### config.mk
export PLATFORM = sky130hd
export DESIGN_NAME = arp_ctrl
export DESIGN_NICKNAME = d
export VERILOG_FILES = /design/src/rtl/arp_ctrl.sv
export SDC_FILE = /design/constraint.sdc
export NUM_CORES = 1
export LEC_CHECK = 0
export BUFFER_PORTS_ARGS = -buffer_cell sky130_fd_sc_hd__buf_2
export CAP_MARGIN = 30
export CORE_UTILIZATION = 45
export CTS_BUF_LIST = sky130_fd_sc_hd__clkbuf_4 sky130_fd_sc_hd__clkbuf_8
export CTS_CLUSTER_SIZE = 16
export DETAILED_ROUTE_END_ITERATION = 10
export PLACE_DENSITY = 0.73
export SLEW_MARGIN = 20
export SYNTH_ARGS = -nofsm -noshare
export SYNTH_HDL_FRONTEND = slang
export SYNTH_SLANG_ARGS = --single-unit
### constraint.sdc
create_clock -name clk -period 5.13 [get_ports clk]
set_input_delay 0.7695 -clock clk [delete_from_list [all_inputs] [get_ports clk]]
set_output_delay 0.7695 -clock clk [all_outputs]
set_load 0.01 [all_outputs]
### src/rtl/arp_ctrl.sv
`default_nettype none
// ============================================================================
// Module      : arp_ctrl
// Description : ARP transaction controller in front of the arp block. It
//               answers inbound ARP requests and resolves a user target IP
//               with a reply-wait timeout and a bounded number of resends.
//               It also holds the resolved peer MAC/IP for the UDP path.
// Revision    : 1.0 - initial release
// ============================================================================
module arp_ctrl #(
    parameter logic [47:0] DES_MAC      = 48'hff_ff_ff_ff_ff_ff,
    parameter logic [31:0] DES_IP       = {8'd192, 8'd168, 8'd0, 8'd3},
    parameter int          RETRY_CYCLES = 125_000_000,
    parameter int          MAX_RETRY    = 3
) (
    input  logic        clk,
    input  logic        rst,
    input  logic        req,
    input  logic [31:0] tgt_ip,
    input  logic        arp_rx_done,
    input  logic        arp_rx_type,
    input  logic [47:0] src_mac,
    input  logic [31:0] src_ip,
    input  logic        gmii_tx_done,
    output logic        arp_tx_en,
    output logic        arp_tx_type,
    output logic [47:0] des_mac,
    output logic [31:0] des_ip,
    output logic        resolved,
    output logic [47:0] res_mac,
    output logic [31:0] res_ip,
    output logic        timeout_err,
    output logic        busy
);

    localparam int TIMER_W = (RETRY_CYCLES > 1) ? $clog2(RETRY_CYCLES) : 1;
    localparam int RETRY_W = (MAX_RETRY > 0) ? $clog2(MAX_RETRY + 1) : 1;
    localparam logic [TIMER_W-1:0] TIMER_LAST  = TIMER_W'(RETRY_CYCLES - 1);
    localparam logic [RETRY_W-1:0] RETRY_LIMIT = RETRY_W'(MAX_RETRY);

    typedef enum logic [1:0] {
        IDLE       = 2'd0,
        TX_START   = 2'd1,
        TX_WAIT    = 2'd2,
        WAIT_REPLY = 2'd3
    } state_t;

    state_t               state_q,       state_d;
    logic                 ret_wait_q,    ret_wait_d;    // reply being sent from inside a wait
    logic                 pend_rep_q,    pend_rep_d;
    logic [47:0]          rep_mac_q,     rep_mac_d;
    logic [31:0]          rep_ip_q,      rep_ip_d;
    logic                 pend_req_q,    pend_req_d;
    logic [31:0]          tgt_ip_q,      tgt_ip_d;
    logic [RETRY_W-1:0]   retry_q,       retry_d;
    logic [TIMER_W-1:0]   timer_q,       timer_d;
    logic                 tx_en_q,       tx_en_d;
    logic                 tx_type_q,     tx_type_d;
    logic [47:0]          des_mac_q,     des_mac_d;
    logic [31:0]          des_ip_q,      des_ip_d;
    logic                 resolved_q,    resolved_d;
    logic [47:0]          res_mac_q,     res_mac_d;
    logic [31:0]          res_ip_q,      res_ip_d;
    logic                 timeout_err_q, timeout_err_d;
    logic                 busy_q,        busy_d;

    logic rx_req;
    logic rx_match;
    logic resolve;

    assign rx_req   = arp_rx_done & ~arp_rx_type;
    assign rx_match = arp_rx_done &  arp_rx_type & (src_ip == tgt_ip_q);

    // A matching reply counts while waiting, while a reply is sent from inside
    // the wait, and in the cycle our own request finishes transmitting.
    assign resolve = rx_match & ((state_q == WAIT_REPLY) | ret_wait_q |
                                 ((state_q == TX_WAIT) & ~tx_type_q & gmii_tx_done));

    // Next-state, pending-flag and registered-output computation.
    always_comb begin
        state_d       = state_q;
        ret_wait_d    = ret_wait_q;
        pend_rep_d    = pend_rep_q;
        rep_mac_d     = rep_mac_q;
        rep_ip_d      = rep_ip_q;
        pend_req_d    = pend_req_q;
        tgt_ip_d      = tgt_ip_q;
        retry_d       = retry_q;
        timer_d       = timer_q;
        tx_en_d       = 1'b0;
        tx_type_d     = tx_type_q;
        des_mac_d     = des_mac_q;
        des_ip_d      = des_ip_q;
        resolved_d    = resolved_q;
        res_mac_d     = res_mac_q;
        res_ip_d      = res_ip_q;
        timeout_err_d = timeout_err_q;

        case (state_q)
            IDLE: begin
                if (pend_rep_q) begin
                    state_d    = TX_START;
                    tx_en_d    = 1'b1;
                    tx_type_d  = 1'b1;
                    des_mac_d  = rep_mac_q;
                    des_ip_d   = rep_ip_q;
                    pend_rep_d = 1'b0;
                    ret_wait_d = 1'b0;
                end else if (pend_req_q) begin
                    state_d    = TX_START;
                    tx_en_d    = 1'b1;
                    tx_type_d  = 1'b0;
                    des_mac_d  = DES_MAC;
                    des_ip_d   = tgt_ip_q;
                    pend_req_d = 1'b0;
                    ret_wait_d = 1'b0;
                end
            end
            TX_START: begin
                state_d = TX_WAIT;
                if (resolve) ret_wait_d = 1'b0;
            end
            TX_WAIT: begin
                if (resolve) ret_wait_d = 1'b0;
                if (gmii_tx_done) begin
                    ret_wait_d = 1'b0;
                    timer_d    = timer_q;
                    if (pend_req_q) begin
                        // A new req arrived during the frame: restart the exchange.
                        state_d = IDLE;
                        timer_d = '0;
                    end else if (tx_type_q) begin
                        state_d = (ret_wait_q && !resolve) ? WAIT_REPLY : IDLE;
                    end else begin
                        if (retry_q != RETRY_LIMIT) retry_d = retry_q + RETRY_W'(1);
                        timer_d = '0;
                        state_d = resolve ? IDLE : WAIT_REPLY;
                    end
                end
            end
            WAIT_REPLY: begin
                if (resolve || pend_req_q) begin
                    state_d = IDLE;
                    timer_d = '0;
                end else if (pend_rep_q) begin
                    // Serve the requester; the timer holds until we come back.
                    state_d    = TX_START;
                    tx_en_d    = 1'b1;
                    tx_type_d  = 1'b1;
                    des_mac_d  = rep_mac_q;
                    des_ip_d   = rep_ip_q;
                    pend_rep_d = 1'b0;
                    ret_wait_d = 1'b1;
                end else if (timer_q == TIMER_LAST) begin
                    if (retry_q < RETRY_LIMIT) begin
                        state_d   = TX_START;
                        tx_en_d   = 1'b1;
                        tx_type_d = 1'b0;
                        des_mac_d = DES_MAC;
                        des_ip_d  = tgt_ip_q;
                    end else begin
                        timeout_err_d = 1'b1;
                        state_d       = IDLE;
                        timer_d       = '0;
                    end
                end else begin
                    timer_d = timer_q + TIMER_W'(1);
                end
            end
            default: state_d = IDLE;
        endcase

        if (resolve) begin
            res_mac_d  = src_mac;
            res_ip_d   = src_ip;
            resolved_d = 1'b1;
        end

        // New arrivals win over the clear applied when a flag is serviced.
        if (rx_req) begin
            pend_rep_d = 1'b1;
            rep_mac_d  = src_mac;
            rep_ip_d   = src_ip;
        end

        if (req) begin
            pend_req_d    = 1'b1;
            tgt_ip_d      = tgt_ip;
            retry_d       = '0;
            timeout_err_d = 1'b0;
            if (tgt_ip != res_ip_d) resolved_d = 1'b0;
        end

        busy_d = (state_d != IDLE);
    end

    // State and output registers with asynchronous active-low reset.
    always_ff @(posedge clk or negedge rst) begin
        if (!rst) begin
            state_q       <= IDLE;
            ret_wait_q    <= 1'b0;
            pend_rep_q    <= 1'b0;
            rep_mac_q     <= '0;
            rep_ip_q      <= '0;
            pend_req_q    <= 1'b0;
            tgt_ip_q      <= '0;
            retry_q       <= '0;
            timer_q       <= '0;
            tx_en_q       <= 1'b0;
            tx_type_q     <= 1'b0;
            des_mac_q     <= DES_MAC;
            des_ip_q      <= DES_IP;
            resolved_q    <= 1'b0;
            res_mac_q     <= '0;
            res_ip_q      <= '0;
            timeout_err_q <= 1'b0;
            busy_q        <= 1'b0;
        end else begin
            state_q       <= state_d;
            ret_wait_q    <= ret_wait_d;
            pend_rep_q    <= pend_rep_d;
            rep_mac_q     <= rep_mac_d;
            rep_ip_q      <= rep_ip_d;
            pend_req_q    <= pend_req_d;
            tgt_ip_q      <= tgt_ip_d;
            retry_q       <= retry_d;
            timer_q       <= timer_d;
            tx_en_q       <= tx_en_d;
            tx_type_q     <= tx_type_d;
            des_mac_q     <= des_mac_d;
            des_ip_q      <= des_ip_d;
            resolved_q    <= resolved_d;
            res_mac_q     <= res_mac_d;
            res_ip_q      <= res_ip_d;
            timeout_err_q <= timeout_err_d;
            busy_q        <= busy_d;
        end
    end

    assign arp_tx_en   = tx_en_q;
    assign arp_tx_type = tx_type_q;
    assign des_mac     = des_mac_q;
    assign des_ip      = des_ip_q;
    assign resolved    = resolved_q;
    assign res_mac     = res_mac_q;
    assign res_ip      = res_ip_q;
    assign timeout_err = timeout_err_q;
    assign busy        = busy_q;

endmodule
`default_nettype wire

* After elaboration in Yosys (flattened, before gate mapping) *
Cells that the tools add are included.

operators by class
  reduce and logical (&&, ||, !) cells = 21
  equal/unequal tests = 22
  multiplexer cells = 76
  order comparisons = 1
  bitwise operators = 10
  add/subtract/negate cells = 2

operator list
  kind                                            number
  2-to-1 mux 48 bit                               6
  2-to-1 mux 32 bit                               7
  2-to-1 mux 27 bit                               7
  case mux 48 bit (2 select lines)                1
  case mux 32 bit (2 select lines)                1
  case mux 27 bit (2 select lines)                1
  equality test 32 bit                            1
  2-to-1 mux 1 bit                                32
  2-to-1 mux 2 bit                                16
  != test 32 bit                                  1
  adder 27 x 1 -> 27 bit (second input constant)  1
  equality test 27 bit (second input constant)    1
  AND reduction 5 bit                             4
  != test 2 bit (second input constant)           9
  nonzero test 2 bit                              9
  != test 3 x 2 -> 1 bit (second input constant)  3
  != test 3 bit (second input constant)           3
  case mux 2 bit (4 select lines)                 1
  AND 1 bit                                       6
  case mux 1 bit (2 select lines)                 3
  equality test 2 bit (second input constant)     2
  != test 4 bit (second input constant)           1
  case mux 1 bit (4 select lines)                 1
  AND reduction 2 bit                             2
  other kinds (11)                                13

word-level totals
  input port bits = 118
  output and inout bits = 165
  logic and storage cells = 150
  bits in registers = 311

* Depth between registers and ports, before layout *
Gate-level depths: netlist of run 1.

  depth in word-level cells = 13
  depth in mapped cells = 12
  gate-level depth less buffers = 9

* Worst setup path before layout of run 1 *
No wires, ideal clock.

  path type = input to register
  start = in gmii_tx_done
  end = reg timer_q[12]
  required time = 5.035 ns
  path buffers = 2
  stages on the path = 8
  data arrival time = 2.476 ns
  path slack = 2.559 ns
  library setup time = 0.095 ns
  cells stage by stage = a311oi_1 > nor3_1 > and4_1 > buf_2 > or3_1 > buf_2 > or2_2 > o31ai_1

between the ends
  word-level cells in the longest chain between the ends = 6
  elaborated cells between the ends (all ways) = 10
  those cells by class = eq/ne: 3; mux: 2; bitwise: 3; reduce/logical: 2

RTL lines
  item                                                                                             RTL line  source
  from (decl)                                                                                      24        input logic gmii_tx_done,
  AND 1 bit                                                                                        77        ((state_q == TX_WAIT) & ~tx_type_q & gmii_tx_done));
  bitwise OR 1 bit                                                                                 76        assign resolve = rx_match & ((state_q == WAIT_REPLY) | ret_wait_q |
  AND 1 bit                                                                                        76
  logical OR 1 bit                                                                                 142       if (resolve || pend_req_q) begin
  != test 4 bit (no source line), or another cell as far along                                     -
  AND reduction 5 bit (no source line) / case mux 27 bit (2 select lines) (equally long branches)  -
  to (signal assigned)                                                                             227       timer_q <= timer_d;
  to (decl)                                                                                        56        logic [TIMER_W-1:0] timer_q, timer_d;

Parallel ways exist; a longest one is shown, timed or not.
A chain may end at the register's enable or synchronous reset.

* Worst setup path after layout of run 1 *
  start = reg state_q[0]
  end = reg busy_q, in the netlist busy

between the ends
  word-level cells in the longest chain between the ends = 13
  elaborated cells between the ends (all ways) = 24
  those cells by class = eq/ne: 3; mux: 11; bitwise: 5; reduce/logical: 5

RTL lines
  item                               RTL line  source
  from (decl)                        48        state_t state_q, state_d;
  from (signal assigned)             219       state_q <= state_d;
  equality test 2 bit                77, 99
  AND 1 bit (2 in series)            77
  bitwise OR 1 bit                   76
  AND 1 bit                          76
  zero test 1 bit                    133       state_d = (ret_wait_q && !resolve) ? WAIT_REPLY : IDLE;
  logical AND 1 bit                  133
  2-to-1 mux 2 bit                   133
  2-to-1 mux 2 bit                   132       end else if (tx_type_q) begin
  2-to-1 mux 2 bit                   128       if (pend_req_q) begin
  2-to-1 mux 2 bit                   125       if (gmii_tx_done) begin
  case mux 2 bit (4 select lines) *  99        case (state_q)
  net state_d[1]                     48
  nonzero test 2 bit *               194       busy_d = (state_d != IDLE);
  net busy_d                         65        logic busy_q, busy_d;
  to (signal assigned)               236       busy_q <= busy_d;
  to (decl)                          65

The timed path passes the listed nets; every way through them passes the cells marked *.

==> flow_metrics.py, run 1 <==
metrics = {
    "sta": {
        "relSlewSlack_pct": 36.3,
        "setup_viol": 0,
        "drv_slew": 0,
        "tightest_slew_ps": 956,
        "skew_ps": 27.1,
        "setup-tns-final_ps": 0,
        "max_freq_mhz": 298,
        "period_share_pct": 65.3,
        "grt_setup_unrepaired": "no",
        "period_minus_slack_ps": 3350,
        "finalHoldViolations": 0,
    },
    "logic_synthesis": {
        "syn_inst": 1309,
        "yosysUniqueCellTypes": 59,
        "yosysTopAreaCellShare_pct": 46.3,
        "synth_edf_count": 0,
        "netlist_area_sq_mm": 0.0138,
        "synth.area.top_cells": "dfrtp_1, dfstp_2, mux2_2, nand2_1, xnor2_1",
        "avgSynthCellArea_sq_um": 10.6,
        "synth_warnings": 0,
        "synth-seq-cells": 311,
        "synth_largest_area_cell": "dfrtp_1",
        "ys.flop_type": "dfrtp_1",
        "synthArstFlopShare_pct": 100,
        "synth_nets": 1433,
        "yosysSeqAreaShare_pct": 56.8,
    },
    "detailed_routing": {
        "drtIter0Drc": 715,
        "drcViolationCount": 0,
        "wl_per_cell_microns": 18.0,
        "drt_wl_total_microns": 36400,
        "via_per_inst": 5.22,
        "dr.pass1.iters": 7,
        "dr_total_vias": 10600,
        "detail-route-antenna-nets": 0,
    },
    "clock_network": {
        "htree_levels": 2,
        "cts_sinks": 311,
        "clockBufferDepth": 3,
        "cts_setup_buffers": 0,
        "postCtsHoldBufs": 0,
        "numCtsBuffers": 53,
        "clk_pin_slew_ps": 60,
        "insertion_delay_ps": 580,
        "cts_root_buffer": "clkbuf_8",
        "cts_tree": "built",
        "ctsResizeCount": 0,
    },
    "critical_path": {
        "worst_ep_arrival_time_ps": 3810,
        "crit_required_ps": 5590,
        "reg2regPathDepth": 10,
        "worstSetupEndpointType": "flip-flop",
        "path_class": "reg -> reg",
        "ff2ff_setup_slack_ps": 1780,
        "critPathLaunchType": "flip-flop",
        "crit_fanout": 24,
    },
    "global_routing": {
        "grt_first_pass_wirelength_microns": 56800,
        "grt_pass1_vias": 10300,
        "grt_max_degree": 163,
        "grt.overflow.total": 0,
        "gr-usage-all-layers_pct": 23.2,
        "antenna_found_initial": 3,
    },
    "place": {
        "place_congestion": 0.891,
        "hpwlAfterDp_microns": 25000,
        "numPortBuffers": 282,
    },
    "power_and_ir_drop": {
        "p_leak_nw": 8.11,
        "power_frac_seq_pct": 41.9,
        "p_total_mw": 8.08,
        "power.density_mw_per_mm2": 482,
        "power.switching_mw": 2.71,
        "switching_share_pct": 33.5,
        "peakVddDrop_mv": 0.337,
        "pwr-share-comb_pct": 29.2,
        "intPower_mw": 5.37,
        "clockPowerShare_pct": 28.9,
    },
    "cells_and_area": {
        "layout_commonest_cell": "nand2_1",
        "drive_gt1_share_pct": 34.9,
        "area_growth_pct": 21.1,
        "final_nets": 1717,
        "final_cell_mix": "nand2_1, buf_2, dfrtp_1",
    },
    "die": {
        "die_width_microns": 177,
        "core_area_sq_mm": 0.0300,
        "ios": 283,
        "placementRows": 63,
        "start_util_pct": 46.2,
        "design.die.area_sq_mm": 0.0314,
        "die_y_microns": 177,
    },
    "flow_run": {
        "maxCapViolations": 0,
    },
    "status": {
        "status": "completed",
    },
    "worst_hold_path": {
        "timing.hold.worst.class": "in -> async",
    },
}
final timing paths:
| kind | end | start |
|---|---|---|
| worst max-delay path | busy$_DFF_PN0_ | state_q[0]$_DFF_PN0_ |
| worst min-delay path | des_ip[16]$_DFFE_PN0P_ | rst |
| worst max register to register | busy$_DFF_PN0_ | state_q[0]$_DFF_PN0_ |
| worst min register to register | des_mac[1]$_DFFE_PN1P_ | des_mac[1]$_DFFE_PN1P_ |
| max in group asynchronous | des_mac[47]$_DFFE_PN1P_ | rst |
| min in group clk | res_mac[6]$_DFFE_PN0P_ | src_mac[6] |
Yosys cell counts (all sizes together), types with 3 or more instances:
master and instances:
a21oi 8, a31oi 4, and2 3, and3 4
and4 5, buf 19, clkbuf 45, dfrtp 256
dfstp 55, ha 6, inv 26, mux2 114
mux2i 37, nand2 325, nand3 16, nand4 32
nor2 83, nor2b 5, nor3 9, nor4 6
o21ai 115, o22ai 10, o31ai 8, or2 3
xnor2 74, xor2 13
power by group through the flow:
stage / sequential (mW) / combinational (mW) / clock (mW)
2_1_floorplan: 3.54 / 1.45 / 0
3_3_place_gp: 3.41 / 2.27 / 0
3_5_place_dp: 3.42 / 2.35 / 0
4_1_cts: 3.39 / 2.35 / 2.39
5_1_grt: 3.45 / 2.61 / 2.51
6_report: 3.39 / 2.36 / 2.33
sequential cells by signal, summed over array words and instances (netlist names), 2 cells and up:
name and count:
state_q 2, retry_q 2, des_mac 48, des_ip 32
timer_q 27, res_mac 48, tgt_ip_q 32, rep_ip_q 32
rep_mac_q 48, res_ip 32
cells by family (layout without fill, tap and decap cells):
logic type,count (synthesis),in the layout,synth area share [%]
other,0,4,0
DFF,311,311,56.8
buffers and inverters,91,414,3.03
muxes,151,151,12.0
xor gates and xnor gates,87,87,5.51
AOI/OAI and AO/OA,165,165,6.92
and+or+nand+nor,498,498,15.2
adders and majority gates,6,6,0.543
stage by stage:
stage / area, sq um / hold WS (ps) / cells / util [%] / setup WS, ps
detailed placement: 15600 / 450 / 1926 / 52.0 / 1520
floorplan: 13800 / 448 / 1309 / - / 2560
global route: 16700 / 329 / 2025 / 55.9 / 1530
CTS: 16700 / 295 / 2020 / 55.7 / 1790
global placement: 15500 / 445 / 1925 / 51.9 / 1620
finish: 16700 / 244 / 2026 / 55.9 / 1780
cell type report:
cell class                      instances  area [sq um]
Antenna cell                            4          10.0
Multi-Input combinational cell        907          5580
Clock inverter                          4          55.1
Clock buffer                           90          1060
Fill cell                            2635         13200
Sequential cell                       311          7850
Inverter                               27           101
Timing Repair Buffer                  293          1590
Tap cell                              390           488
routing by layer:
| metal | share of wire [%] | vias up | track usage [%] | wire [microns] |
|---|---|---|---|---|
| met2 | 48 | 347 | 37.4 | 17400 |
| met4 | 2.7 | 0 | 7.83 | 977 |
| met3 | 6.2 | 67 | 4.50 | 2270 |
| li1 | - | 4994 | - | - |
| met1 | 43 | 5170 | 31.4 | 15700 |
| met5 | 0 | - | 0 | 0 |
worst max-delay path, stage by stage, from the launching register on:
cell and delay, ps:
dfrtp_1 420, inv_1 120, ha_1 280, a311oi_1 190, nor3_1 390, nand4_1 520
buf_4 430, a41oi_1 320, o31a_1 190, o311ai_0 120, or2_1 240
Note: power is estimated with default switching activity, not from simulation.
==> run 2: changes to the inputs <==
--- a/config.mk
+++ b/config.mk
@@ -11,7 +11,7 @@
 export CTS_BUF_LIST = sky130_fd_sc_hd__clkbuf_4 sky130_fd_sc_hd__clkbuf_8
 export CTS_CLUSTER_SIZE = 16
 export DETAILED_ROUTE_END_ITERATION = 10
-export PLACE_DENSITY = 0.73
+export PLACE_DENSITY = 0.75
 export SLEW_MARGIN = 20
 export SYNTH_ARGS = -nofsm -noshare
 export SYNTH_HDL_FRONTEND = slang
==> constraint.sdc (replaced) <==
create_clock -name clk -period 2.75 [get_ports clk]
set_input_delay 0.4125 -clock clk [delete_from_list [all_inputs] [get_ports clk]]
set_output_delay 0.4125 -clock clk [all_outputs]
set_load 0.01 [all_outputs]
==> flow_metrics.py, run 2 (synthesized netlist as in run 1, its figures left out) <==
metrics = {
    "clock_network": {
        "clk_pin_slew_ps": 60,
        "numCtsBuffers": 51,
        "htree_levels": 2,
        "cts_root_buffer": "clkbuf_8",
        "cts_tree": "built",
        "cts_sinks": 311,
        "insertion_delay_ps": 600,
        "clockBufferDepth": 3,
    },
    "detailed_routing": {
        "detail-route-antenna-nets": 0,
        "dr.pass1.iters": 7,
        "drtIter0Drc": 787,
        "dr_total_vias": 10800,
        "drt_wl_total_microns": 37400,
        "drcViolationCount": 0,
        "via_per_inst": 5.23,
        "wl_per_cell_microns": 18.1,
    },
    "critical_path": {
        "ff2ff_setup_slack_ps": 150,
        "worstSetupEndpointType": "flip-flop",
        "path_class": "reg -> reg",
        "crit_slowest_cell": "or4bb_1",
        "worstPathCellList": "or4bb_1 > nor4_4 > a41oi_2 > o31ai_2 > nand2_4 > buf_12 > nand2_1 > o21ai_1",
        "crit_required_ps": 3170,
        "slowest_delay_ps": 550,
        "cp.buffers_inverters": 1,
        "crit_fanout": 28,
        "cp.depth": 8,
        "critPathLaunchType": "flip-flop",
        "worst_ep_arrival_time_ps": 3020,
        "reg2regPathDepth": 8,
        "crit_family": "simple AND/OR/NAND/NOR gates",
    },
    "place": {
        "pre_cts_slack_ps": 87.6,
        "place_congestion": 0.898,
        "dp_cells": 1959,
        "hpwlAfterDp_microns": 26200,
        "numPortBuffers": 282,
    },
    "cells_and_area": {
        "final_cell_mix": "nand2_1, buf_2, dfrtp_1",
        "fillerInstances": 2535,
        "layout_commonest_cell": "nand2_1",
        "area_growth_pct": 24.7,
        "drive_gt1_share_pct": 36.2,
        "stdcell_count": 2068,
        "final_nets": 1752,
    },
    "die": {
        "die_y_microns": 177,
        "start_util_pct": 46.2,
        "core_area_sq_mm": 0.0300,
        "ios": 283,
        "placementRows": 63,
        "design.die.area_sq_mm": 0.0314,
        "die_width_microns": 177,
    },
    "worst_hold_path": {
        "whs_path_depth": 3,
        "timing.hold.worst.class": "in -> reg",
    },
    "sta": {
        "whs_ps": 26.6,
        "drv_slew": 0,
        "skew_ps": 54.6,
        "setup_viol": 0,
        "setup-tns-final_ps": 0,
        "period_share_pct": 94.6,
        "finalHoldViolations": 0,
        "relSlewSlack_pct": 54.5,
        "tightest_slew_ps": 682,
        "period_minus_slack_ps": 2600,
        "setup_ws_ps": 147,
        "max_freq_mhz": 384,
    },
    "global_routing": {
        "grt_max_degree": 87,
        "grt_pass1_vias": 10900,
        "grt.overflow.total": 0,
        "grt_first_pass_wirelength_microns": 59100,
        "gr-usage-all-layers_pct": 23.9,
        "antenna_found_initial": 7,
    },
    "power_and_ir_drop": {
        "p_total_mw": 15.8,
        "peakVddDrop_mv": 0.523,
        "p_leak_nw": 8.38,
        "power.density_mw_per_mm2": 918,
    },
    "flow_run": {
        "maxCapViolations": 0,
    },
    "status": {
        "status": "completed",
    },
}
[run 2: cell count changes in the layout (fill, tap and decap cells not counted), sizes merged]
cell,change
buf,+32
clkbuf,-8
dlygate4sd3,+5
bufinv,+4
clkinv,+4
diode,+4
inv,+1
[run 2: cell type report]
cell class,instances,area (sq um),area share (%)
multi-input cells,907,5590,32.4
diodes,8,20.0,0.116
flip-flops and latches,311,7850,45.5
clock inverters,13,213,1.23
repair buffers,330,1920,11.1
clock buffers,82,1050,6.11
inverters,27,101,0.588
well taps,390,488,2.83
[run 2: path summary, 6_finish.rpt]
check,start,end
worst max-delay path,timer_q[14]$_DFFE_PN0P_,des_ip[28]$_DFFE_PN0P_
worst min-delay path,src_mac[17],res_mac[17]$_DFFE_PN0P_
worst max register to register,timer_q[14]$_DFFE_PN0P_,des_ip[28]$_DFFE_PN0P_
worst min register to register,des_mac[46]$_DFFE_PN1P_,des_mac[46]$_DFFE_PN1P_
max in group asynchronous,rst,des_ip[23]$_DFFE_PN1P_
min in group asynchronous,rst,res_mac[15]$_DFFE_PN0P_
[run 2: where the power goes]
| group | internal, mW | leakage, nW | total [mW] | switching (mW) |
|---|---|---|---|---|
| Combinational | 1.90 | 3.89 | 4.65 | 2.75 |
| Sequential | 5.81 | 3.83 | 6.34 | 0.530 |
| Clock | 2.92 | 0.668 | 4.83 | 1.91 |
| Total | 10.6 | 8.38 | 15.8 | 5.20 |
[run 2: metrics by stage]
step                      utilization [%]  area [sq um]
after floorplan                         -         13800
after global placement               53.0         15900
after detailed placement             53.0         15900
after CTS                            57.4         17200
after global routing                 57.5         17200
final                                57.6         17200
[run 2: worst register-to-register path: cells and delay by family, from the launching register on]
family	cells	cell delay (ps)
flops	1	460
buf+inv	1	210
simple gates	4	1190
compound gates	3	550
[run 2: repair_timing]
action,CTS,global route
resized for setup,0,3
setup buffers,0,1
hold endpoints to repair,51,0
hold buffers,5,0
endpoints found under the setup margin,0,45
[run 2: layer usage]
layer  global-route usage [%]  vias to the layer above  share of wire, %
met5                        0                        -                 0
met4                     11.0                        0               4.3
met3                     5.10                       98               6.3
met2                     37.7                      382                47
met1                     31.7                     5263                42
li1                         -                     5068                 -
